File: src/rtl/timer_pkg.sv
// ============================================================================
// timer_pkg -- shared encodings for the countdown timer controller. Rev 1.0
// ============================================================================
`default_nettype none

package timer_pkg;

  localparam int BCD_W = 4;

  typedef enum logic [2:0] {
    ST_IDLE    = 3'd0,
    ST_SET_MIN = 3'd1,
    ST_SET_SEC = 3'd2,
    ST_RUN     = 3'd3,
    ST_PAUSE   = 3'd4,
    ST_DONE    = 3'd5
  } state_e;

  localparam logic [1:0] FIELD_NONE = 2'b00;
  localparam logic [1:0] FIELD_MIN  = 2'b01;
  localparam logic [1:0] FIELD_SEC  = 2'b10;

endpackage

`default_nettype wire

File: src/rtl/countdown_timer_ctrl_if.sv
// ============================================================================
// countdown_timer_ctrl_if -- tick/key inputs and display/alarm outputs. Rev 1.0
// ============================================================================
`default_nettype none

interface countdown_timer_ctrl_if;
  import timer_pkg::*;

  logic             sec_pulse;
  logic             key_start;
  logic             key_set;
  logic             key_inc;
  logic             key_clr;
  logic [BCD_W-1:0] min_tens;
  logic [BCD_W-1:0] min_ones;
  logic [BCD_W-1:0] sec_tens;
  logic [BCD_W-1:0] sec_ones;
  logic [1:0]       set_field;
  logic             running;
  logic             alarm;

  modport master (
    output sec_pulse, key_start, key_set, key_inc, key_clr,
    input  min_tens, min_ones, sec_tens, sec_ones, set_field, running, alarm
  );

  modport slave (
    input  sec_pulse, key_start, key_set, key_inc, key_clr,
    output min_tens, min_ones, sec_tens, sec_ones, set_field, running, alarm
  );

endinterface

`default_nettype wire

File: src/rtl/bcd_2digit_counter.sv
// ============================================================================
// bcd_2digit_counter -- two-digit BCD up/down counter wrapping at LIMIT. Rev 1.0
// ============================================================================
`default_nettype none

module bcd_2digit_counter
  import timer_pkg::*;
#(
  parameter int LIMIT = 59
) (
  input  wire logic               clk,
  input  wire logic               rst_n,
  input  wire logic               clr,
  input  wire logic               load,
  input  wire logic [2*BCD_W-1:0] load_val,
  input  wire logic               inc,
  input  wire logic               dec,
  output logic      [BCD_W-1:0]   tens,
  output logic      [BCD_W-1:0]   ones,
  output logic                    is_zero,
  output logic                    borrow
);

  localparam logic [BCD_W-1:0] LIM_TENS = BCD_W'(LIMIT / 10);
  localparam logic [BCD_W-1:0] LIM_ONES = BCD_W'(LIMIT % 10);

  logic [BCD_W-1:0] tens_q, tens_d;
  logic [BCD_W-1:0] ones_q, ones_d;
  logic             at_limit;

  assign at_limit = (tens_q == LIM_TENS) && (ones_q == LIM_ONES);
  assign is_zero  = (tens_q == '0) && (ones_q == '0);
  assign borrow   = dec && is_zero;
  assign tens     = tens_q;
  assign ones     = ones_q;

  always_comb begin
    tens_d = tens_q;
    ones_d = ones_q;
    if (clr) begin
      tens_d = '0;
      ones_d = '0;
    end else if (load) begin
      {tens_d, ones_d} = load_val;
    end else if (inc) begin
      if (at_limit) begin
        tens_d = '0;
        ones_d = '0;
      end else if (ones_q == 4'd9) begin
        tens_d = tens_q + 4'd1;
        ones_d = '0;
      end else begin
        ones_d = ones_q + 4'd1;
      end
    end else if (dec) begin
      if (is_zero) begin
        tens_d = LIM_TENS;
        ones_d = LIM_ONES;
      end else if (ones_q == '0) begin
        tens_d = tens_q - 4'd1;
        ones_d = 4'd9;
      end else begin
        ones_d = ones_q - 4'd1;
      end
    end
  end

  always_ff @(posedge clk or negedge rst_n) begin
    if (!rst_n) begin
      tens_q <= '0;
      ones_q <= '0;
    end else begin
      tens_q <= tens_d;
      ones_q <= ones_d;
    end
  end

endmodule

`default_nettype wire

File: src/rtl/countdown_timer_ctrl.sv
// ============================================================================
// countdown_timer_ctrl -- MM:SS countdown with preset, pause and alarm. Rev 1.0
// ============================================================================
`default_nettype none

module countdown_timer_ctrl
  import timer_pkg::*;
#(
  parameter int MAX_MIN    = 59,
  parameter int ALARM_SECS = 5
) (
  input wire logic              clk,
  input wire logic              rst_n,
  countdown_timer_ctrl_if.slave bus
);

  localparam logic [3:0] ALARM_LAST = 4'(ALARM_SECS);

  state_e             state_q, state_d;
  logic [3:0]         alarm_cnt_q, alarm_cnt_d;
  logic [4*BCD_W-1:0] pre_q, pre_d;
  logic [1:0]         set_field_q, set_field_d;
  logic               running_q, running_d;
  logic               alarm_q, alarm_d;

  logic ctr_clr, ctr_load, sec_inc, sec_dec, min_inc;
  logic clr_all;
  logic min_is_zero, sec_is_zero, sec_borrow, min_borrow;
  logic cur_is_zero, cur_is_one;
  logic [BCD_W-1:0] min_tens, min_ones, sec_tens, sec_ones;

  assign cur_is_zero = min_is_zero && sec_is_zero;
  assign cur_is_one  = min_is_zero && (sec_tens == '0) && (sec_ones == 4'd1);
  // A whole-time underflow cannot occur in normal sequencing; saturate at 00:00.
  assign clr_all     = ctr_clr || min_borrow;

  bcd_2digit_counter #(.LIMIT(59)) u_sec (
    .clk(clk), .rst_n(rst_n), .clr(clr_all), .load(ctr_load),
    .load_val(pre_q[2*BCD_W-1:0]), .inc(sec_inc), .dec(sec_dec),
    .tens(sec_tens), .ones(sec_ones), .is_zero(sec_is_zero), .borrow(sec_borrow)
  );

  bcd_2digit_counter #(.LIMIT(MAX_MIN)) u_min (
    .clk(clk), .rst_n(rst_n), .clr(clr_all), .load(ctr_load),
    .load_val(pre_q[4*BCD_W-1:2*BCD_W]), .inc(min_inc), .dec(sec_borrow),
    .tens(min_tens), .ones(min_ones), .is_zero(min_is_zero), .borrow(min_borrow)
  );

  always_comb begin
    state_d     = state_q;
    alarm_cnt_d = alarm_cnt_q;
    pre_d       = pre_q;
    ctr_clr     = 1'b0;
    ctr_load    = 1'b0;
    sec_inc     = 1'b0;
    sec_dec     = 1'b0;
    min_inc     = 1'b0;
    if (bus.key_clr) begin
      state_d     = ST_IDLE;
      ctr_clr     = 1'b1;
      pre_d       = '0;
      alarm_cnt_d = '0;
    end else begin
      case (state_q)
        ST_IDLE: begin
          if (bus.key_start && !cur_is_zero) state_d = ST_RUN;
          else if (bus.key_set)              state_d = ST_SET_MIN;
        end
        ST_SET_MIN: begin
          if (bus.key_set)      state_d = ST_SET_SEC;
          else if (bus.key_inc) min_inc = 1'b1;
        end
        ST_SET_SEC: begin
          if (bus.key_set) begin
            state_d = ST_IDLE;
            pre_d   = {min_tens, min_ones, sec_tens, sec_ones};
          end else if (bus.key_inc) begin
            sec_inc = 1'b1;
          end
        end
        ST_RUN: begin
          if (bus.sec_pulse) begin
            sec_dec = 1'b1;
            // Reaching 00:00 outranks a simultaneous pause request.
            if (cur_is_one) begin
              state_d     = ST_DONE;
              alarm_cnt_d = '0;
            end else if (bus.key_start) begin
              state_d = ST_PAUSE;
            end
          end else if (bus.key_start) begin
            state_d = ST_PAUSE;
          end
        end
        ST_PAUSE: begin
          if (bus.key_start) state_d = ST_RUN;
        end
        ST_DONE: begin
          if (bus.sec_pulse) begin
            alarm_cnt_d = alarm_cnt_q + 4'd1;
            if (alarm_cnt_d == ALARM_LAST) begin
              state_d  = ST_IDLE;
              ctr_load = 1'b1;
            end
          end
        end
        default: state_d = ST_IDLE;
      endcase
    end
    set_field_d = (state_d == ST_SET_MIN) ? FIELD_MIN :
                  (state_d == ST_SET_SEC) ? FIELD_SEC : FIELD_NONE;
    running_d   = (state_d == ST_RUN);
    alarm_d     = (state_d == ST_DONE);
  end

  always_ff @(posedge clk or negedge rst_n) begin
    if (!rst_n) begin
      state_q     <= ST_IDLE;
      alarm_cnt_q <= '0;
      pre_q       <= '0;
      set_field_q <= FIELD_NONE;
      running_q   <= 1'b0;
      alarm_q     <= 1'b0;
    end else begin
      state_q     <= state_d;
      alarm_cnt_q <= alarm_cnt_d;
      pre_q       <= pre_d;
      set_field_q <= set_field_d;
      running_q   <= running_d;
      alarm_q     <= alarm_d;
    end
  end

  assign bus.min_tens  = min_tens;
  assign bus.min_ones  = min_ones;
  assign bus.sec_tens  = sec_tens;
  assign bus.sec_ones  = sec_ones;
  assign bus.set_field = set_field_q;
  assign bus.running   = running_q;
  assign bus.alarm     = alarm_q;

endmodule

`default_nettype wire

File: src/flat_wrapper.sv
// flat-port wrapper written by rule: the top's interface ports become plain ports
module countdown_timer_ctrl_flat import timer_pkg::*;
#(
  parameter int MAX_MIN    = 59,
  parameter int ALARM_SECS = 5
)
  (clk, rst_n, bus_sec_pulse, bus_key_start, bus_key_set, bus_key_inc, bus_key_clr, bus_min_tens, bus_min_ones, bus_sec_tens, bus_sec_ones, bus_set_field, bus_running, bus_alarm);
  countdown_timer_ctrl_if bus_i ();
  input wire logic clk;
  input wire logic rst_n;
  input wire logic [$bits(bus_i.sec_pulse)-1:0] bus_sec_pulse;
  input wire logic [$bits(bus_i.key_start)-1:0] bus_key_start;
  input wire logic [$bits(bus_i.key_set)-1:0] bus_key_set;
  input wire logic [$bits(bus_i.key_inc)-1:0] bus_key_inc;
  input wire logic [$bits(bus_i.key_clr)-1:0] bus_key_clr;
  output wire logic [$bits(bus_i.min_tens)-1:0] bus_min_tens;
  output wire logic [$bits(bus_i.min_ones)-1:0] bus_min_ones;
  output wire logic [$bits(bus_i.sec_tens)-1:0] bus_sec_tens;
  output wire logic [$bits(bus_i.sec_ones)-1:0] bus_sec_ones;
  output wire logic [$bits(bus_i.set_field)-1:0] bus_set_field;
  output wire logic [$bits(bus_i.running)-1:0] bus_running;
  output wire logic [$bits(bus_i.alarm)-1:0] bus_alarm;
  assign bus_i.sec_pulse = bus_sec_pulse;
  assign bus_i.key_start = bus_key_start;
  assign bus_i.key_set = bus_key_set;
  assign bus_i.key_inc = bus_key_inc;
  assign bus_i.key_clr = bus_key_clr;
  assign bus_min_tens = bus_i.min_tens;
  assign bus_min_ones = bus_i.min_ones;
  assign bus_sec_tens = bus_i.sec_tens;
  assign bus_sec_ones = bus_i.sec_ones;
  assign bus_set_field = bus_i.set_field;
  assign bus_running = bus_i.running;
  assign bus_alarm = bus_i.alarm;
  countdown_timer_ctrl #(.MAX_MIN(MAX_MIN), .ALARM_SECS(ALARM_SECS)) u_core (.clk(clk), .rst_n(rst_n), .bus(bus_i));
endmodule
File: config.mk
export PLATFORM = sky130hd
export DESIGN_NAME = countdown_timer_ctrl_flat
export DESIGN_NICKNAME = d
export VERILOG_FILES = /design/src/rtl/timer_pkg.sv /design/src/rtl/countdown_timer_ctrl_if.sv /design/src/rtl/bcd_2digit_counter.sv /design/src/rtl/countdown_timer_ctrl.sv /design/src/flat_wrapper.sv
export SDC_FILE = /design/constraint.sdc
export NUM_CORES = 1
export LEC_CHECK = 0
export ABC_AREA = 1
export CORE_MARGIN = 3
export CORE_UTILIZATION = 46
export CTS_CLUSTER_SIZE = 12
export DETAILED_ROUTE_END_ITERATION = 16
export PLACE_DENSITY_LB_ADDON = 0.15
export SLEW_MARGIN = 25
export SYNTH_ARGS = -nofsm -noshare
export SYNTH_HDL_FRONTEND = slang
export SYNTH_SLANG_ARGS = --single-unit
export TNS_END_PERCENT = 5
File: constraint.sdc
create_clock -name clk -period 2 [get_ports clk]
set_clock_uncertainty 0.2 [all_clocks]
set_input_delay 0.4 -clock clk [delete_from_list [all_inputs] [get_ports clk]]
set_output_delay 0.4 -clock clk [all_outputs]
set_load 0.02 [all_outputs]
==> results.toml <==
[outcome]
run_status = "finished, final reports clean"

[worst_setup_path]
worst-path-max-fanout = 4
critPathTopFamily = "buffers and inverters"
reg2reg_from = "u_core.u_min.ones[0]"
ff2ff_path_depth = 11
cp.required_ns = 1.40
worst_r2r_endpoint = "u_core.u_min.ones[1]"
endpoint_kind = "output pin"
crit_type = "flip-flop to output pin"
rrSetupSlack_ns = 0.08
startpoint_type = "flip-flop"
worstPathArrival_ns = 1.34
critPathBufInv = 1
worstPathCellList = "clkdlybuf4s50_1"
cpMaxStageDelayCell = "clkdlybuf4s50_1"
cpPeakStageDelay_ns = 0.62

[power_and_ir_drop]
power_density_mw_per_mm2 = 1040
ir_drop_v = 0.0006710
leakagePower_uw = 0.001994

[clock_network]
numCtsBuffers = 5
clk_latency_ns = 0.30
clockBufferDepth = 2
path_clk_slew_ns = 0.08
htreeDepth = 2
cts_sinks = 43
clockRootBuffer = "clkbuf_8"
cts_tree = "yes"

[yosys]
synthSimpleGateAreaFrac = 0.2987
syn_inst = 391
synth_fa_ha_area_frac = 0.07092
syn-num-nets = 415
syn-cell-area_mm2 = 0.002999
avgSynthCellArea_um2 = 7.670
ys.flop_type = "dfrtp_1"
synth_compound_area_frac = 0.1268
synthMuxAreaShare = 0
synth.distinct_cells = 34
yosys_warnings = 0
synth_top_family_by_area = "simple AND/OR/NAND/NOR gates"
synth_xor_area_frac = 0.04088
ys_async_sr_fraction = 1.000
ys_seq_elements = 43
synth_edf_count = 0
seq_area_frac_synth = 0.3588

[floorplan]
dieWidth_um = 86.75
chipHeight_um = 86.75
num_rows = 28
core_mm2 = 0.006131
dieArea_mm2 = 0.007525
io_pins = 27
initial_core_util = 0.4892

[final_layout]
num_antenna_cells = 0
fillCellCount = 530
fin_nets = 484
area_delta_synth_final_pct = 29.12
instances_no_fill = 536
drive_above_1_share = 0.2126

[placed_design]
dp_hpwl_um = 5419
io_buffers = 26
place.gp.congestion = 0.9056
dp_cells = 523

[min_path]
hold_path_end = "u_core.pre_q[13]"
min_path_cells = 2
hp-start = "u_core.pre_q[13]"
hold_path.class = "flip-flop to flip-flop"

[global_route]
antenna_found_initial = 0
grt_pass1_wl_um = 12130
grt_max_degree = 26
grt_usage = 0.2036
grt_pass1_vias = 2617
grt-ovfl-total = 0

[timing]
rsz0062_at_grt = "true"
fmax_ghz = 0.5159
slew_headroom = 0.6849
totalNegativeSetupSlack_ns = 0
fin_crit_sh = 0.9692
drv_slew = 0
tightest_slew_ns = 0.4726
hold_viol_final = 0
setup-violations-final = 0
min_period_ns = 1.938

[route]
drt_wl_total_um = 7262
drc_errors = 0
drt_iter0_markers = 174
drt_pass1_iterations = 4
num_vias = 2811
vias_per_cell = 5.244
route.detailed.wl_per_inst_um = 13.55
ant_nets = 0

[flow_run]
cap_viol_max_count = 0
==> layout by cell type, fill, tap and decap left out, types with 3 or more instances in the layout <==
master	count
nand4_4	3
nand2_2	5
o22ai_1	18
a21oi_1	21
dlymetal6s2s_1	6
clkdlybuf4s50_1	13
inv_2	12
nand3_1	58
inv_1	51
nand2_1	73
dlygate4sd2_1	6
clkbuf_8	6
buf_4	41
nand4_1	3
xor2_1	12
nor2_4	4
o211ai_1	6
o21ai_0	14
dfrtp_1	42
nor2_2	4
nor2_1	17
ha_1	15
nand3_2	4
==> layer usage <==
metal | vias up | GRT usage | wire [um]
li1 | 1433 | - | -
met2 | 55 | 0.3136 | 3272
met5 | - | 0 | 0
met1 | 1309 | 0.2913 | 3616
met3 | 14 | 0.03327 | 246
met4 | 0 | 0.06657 | 125
==> registers in the layout, summed over array words and instances, names as in the netlist <==
register and count:
u_core.alarm_cnt_q 4, u_core.bus.alarm 1, u_core.bus.running 1, u_core.bus.set_field 2, u_core.pre_q 16, u_core.state_q 3, u_core.u_min.ones 4, u_core.u_min.tens 4
u_core.u_sec.ones 4, u_core.u_sec.tens 4
==> logic make-up (layout without fill, tap and decap cells) <==
group                      after synthesis  after routing
and+or+nand+nor                        179            179
buffers and inverters                   74            144
AOI/OAI and AO/OA                       64             64
DFF                                     43             43
adders and majority gates               17             17
xor gates and xnor gates                14             14
==> Yosys cell counts (3+ instances only) <==
| cell | number | area (um^2) |
|---|---|---|
| a21oi_1 | 21 | 105.1 |
| o21ai_0 | 14 | 70.07 |
| o211ai_1 | 6 | 45.04 |
| dfrtp_1 | 43 | 1076 |
| nor2_1 | 20 | 75.07 |
| inv_2 | 8 | 30.03 |
| buf_2 | 4 | 20.02 |
| nand4_1 | 3 | 18.77 |
| o22ai_1 | 18 | 112.6 |
| nand3_1 | 60 | 300.3 |
| inv_1 | 55 | 206.5 |
| nand2_2 | 4 | 25.02 |
| nand3_2 | 4 | 40.04 |
| xor2_1 | 12 | 105.1 |
| ha_1 | 17 | 212.7 |
| nand2_1 | 75 | 281.5 |
| buf_6 | 3 | 33.78 |
| nor2_4 | 4 | 45.04 |
==> stage by stage <==
stage          hold WS, ns  total power, uW    util  worst slack [ns]  instance area, um^2
2_1_floorplan     -0.09559             2483       -          0.009981                 2999
3_3_place_gp        0.1781             3233  0.5892           -0.1548                 3612
3_5_place_dp        0.1917             3257  0.5892           -0.2140                 3612
4_1_cts             0.3300             3963  0.6088          0.009119                 3732
5_1_grt             0.3598             4334  0.6316          -0.03584                 3872
6_report            0.3320             4027  0.6316           0.06167                 3872
==> worst max-delay path by stage <==
stage | cells past startpoint | slack [ns] | startpoint | end
after floorplan | 10 | 0.01 | u_core.u_min.ones[0] | u_core.u_min.ones[0]
after global placement | 9 | -0.15 | bus_sec_pulse | u_core.u_sec.ones[0]
after detailed placement | 10 | -0.21 | bus_key_clr | u_core.u_min.tens[1]
after CTS | 2 | 0.009 | u_core.u_sec.ones[0] | bus_sec_ones[0]
after global routing | 12 | -0.04 | u_core.u_sec.ones[1] | u_core.bus.running
final | 1 | 0.06 | u_core.u_sec.tens[3] | bus_sec_tens[3]
==> final cells by class <==
| type | count | area, um^2 | area share |
|---|---|---|---|
| well taps | 75 | 93.84 | 0.02423 |
| multi-input cells | 274 | 1693 | 0.4372 |
| inverters | 64 | 247.7 | 0.06397 |
| repair buffers | 72 | 643.1 | 0.1661 |
| flip-flops and latches | 43 | 1077 | 0.2782 |
| clock buffers | 6 | 82.58 | 0.02132 |
| clock inverters | 2 | 35.03 | 0.009047 |
==> report_power, final <==
part           switching, uW  internal, uW  leakage [uW]  total (uW)
clock network            302           404     0.0000612         707
logic                   1230           921       0.00135        2150
registers                146          1020      0.000578        1170
total                   1680          2350       0.00199        4030
==> what timing repair did <==
item,in CTS,in global routing
buffers inserted,0,4
hold endpoints to repair,18,0
pin swaps,1,5
gates resized for setup,6,31
setup endpoints to repair,7,31
hold buffers,1,0
Note: power is estimated with default switching activity, not from simulation.
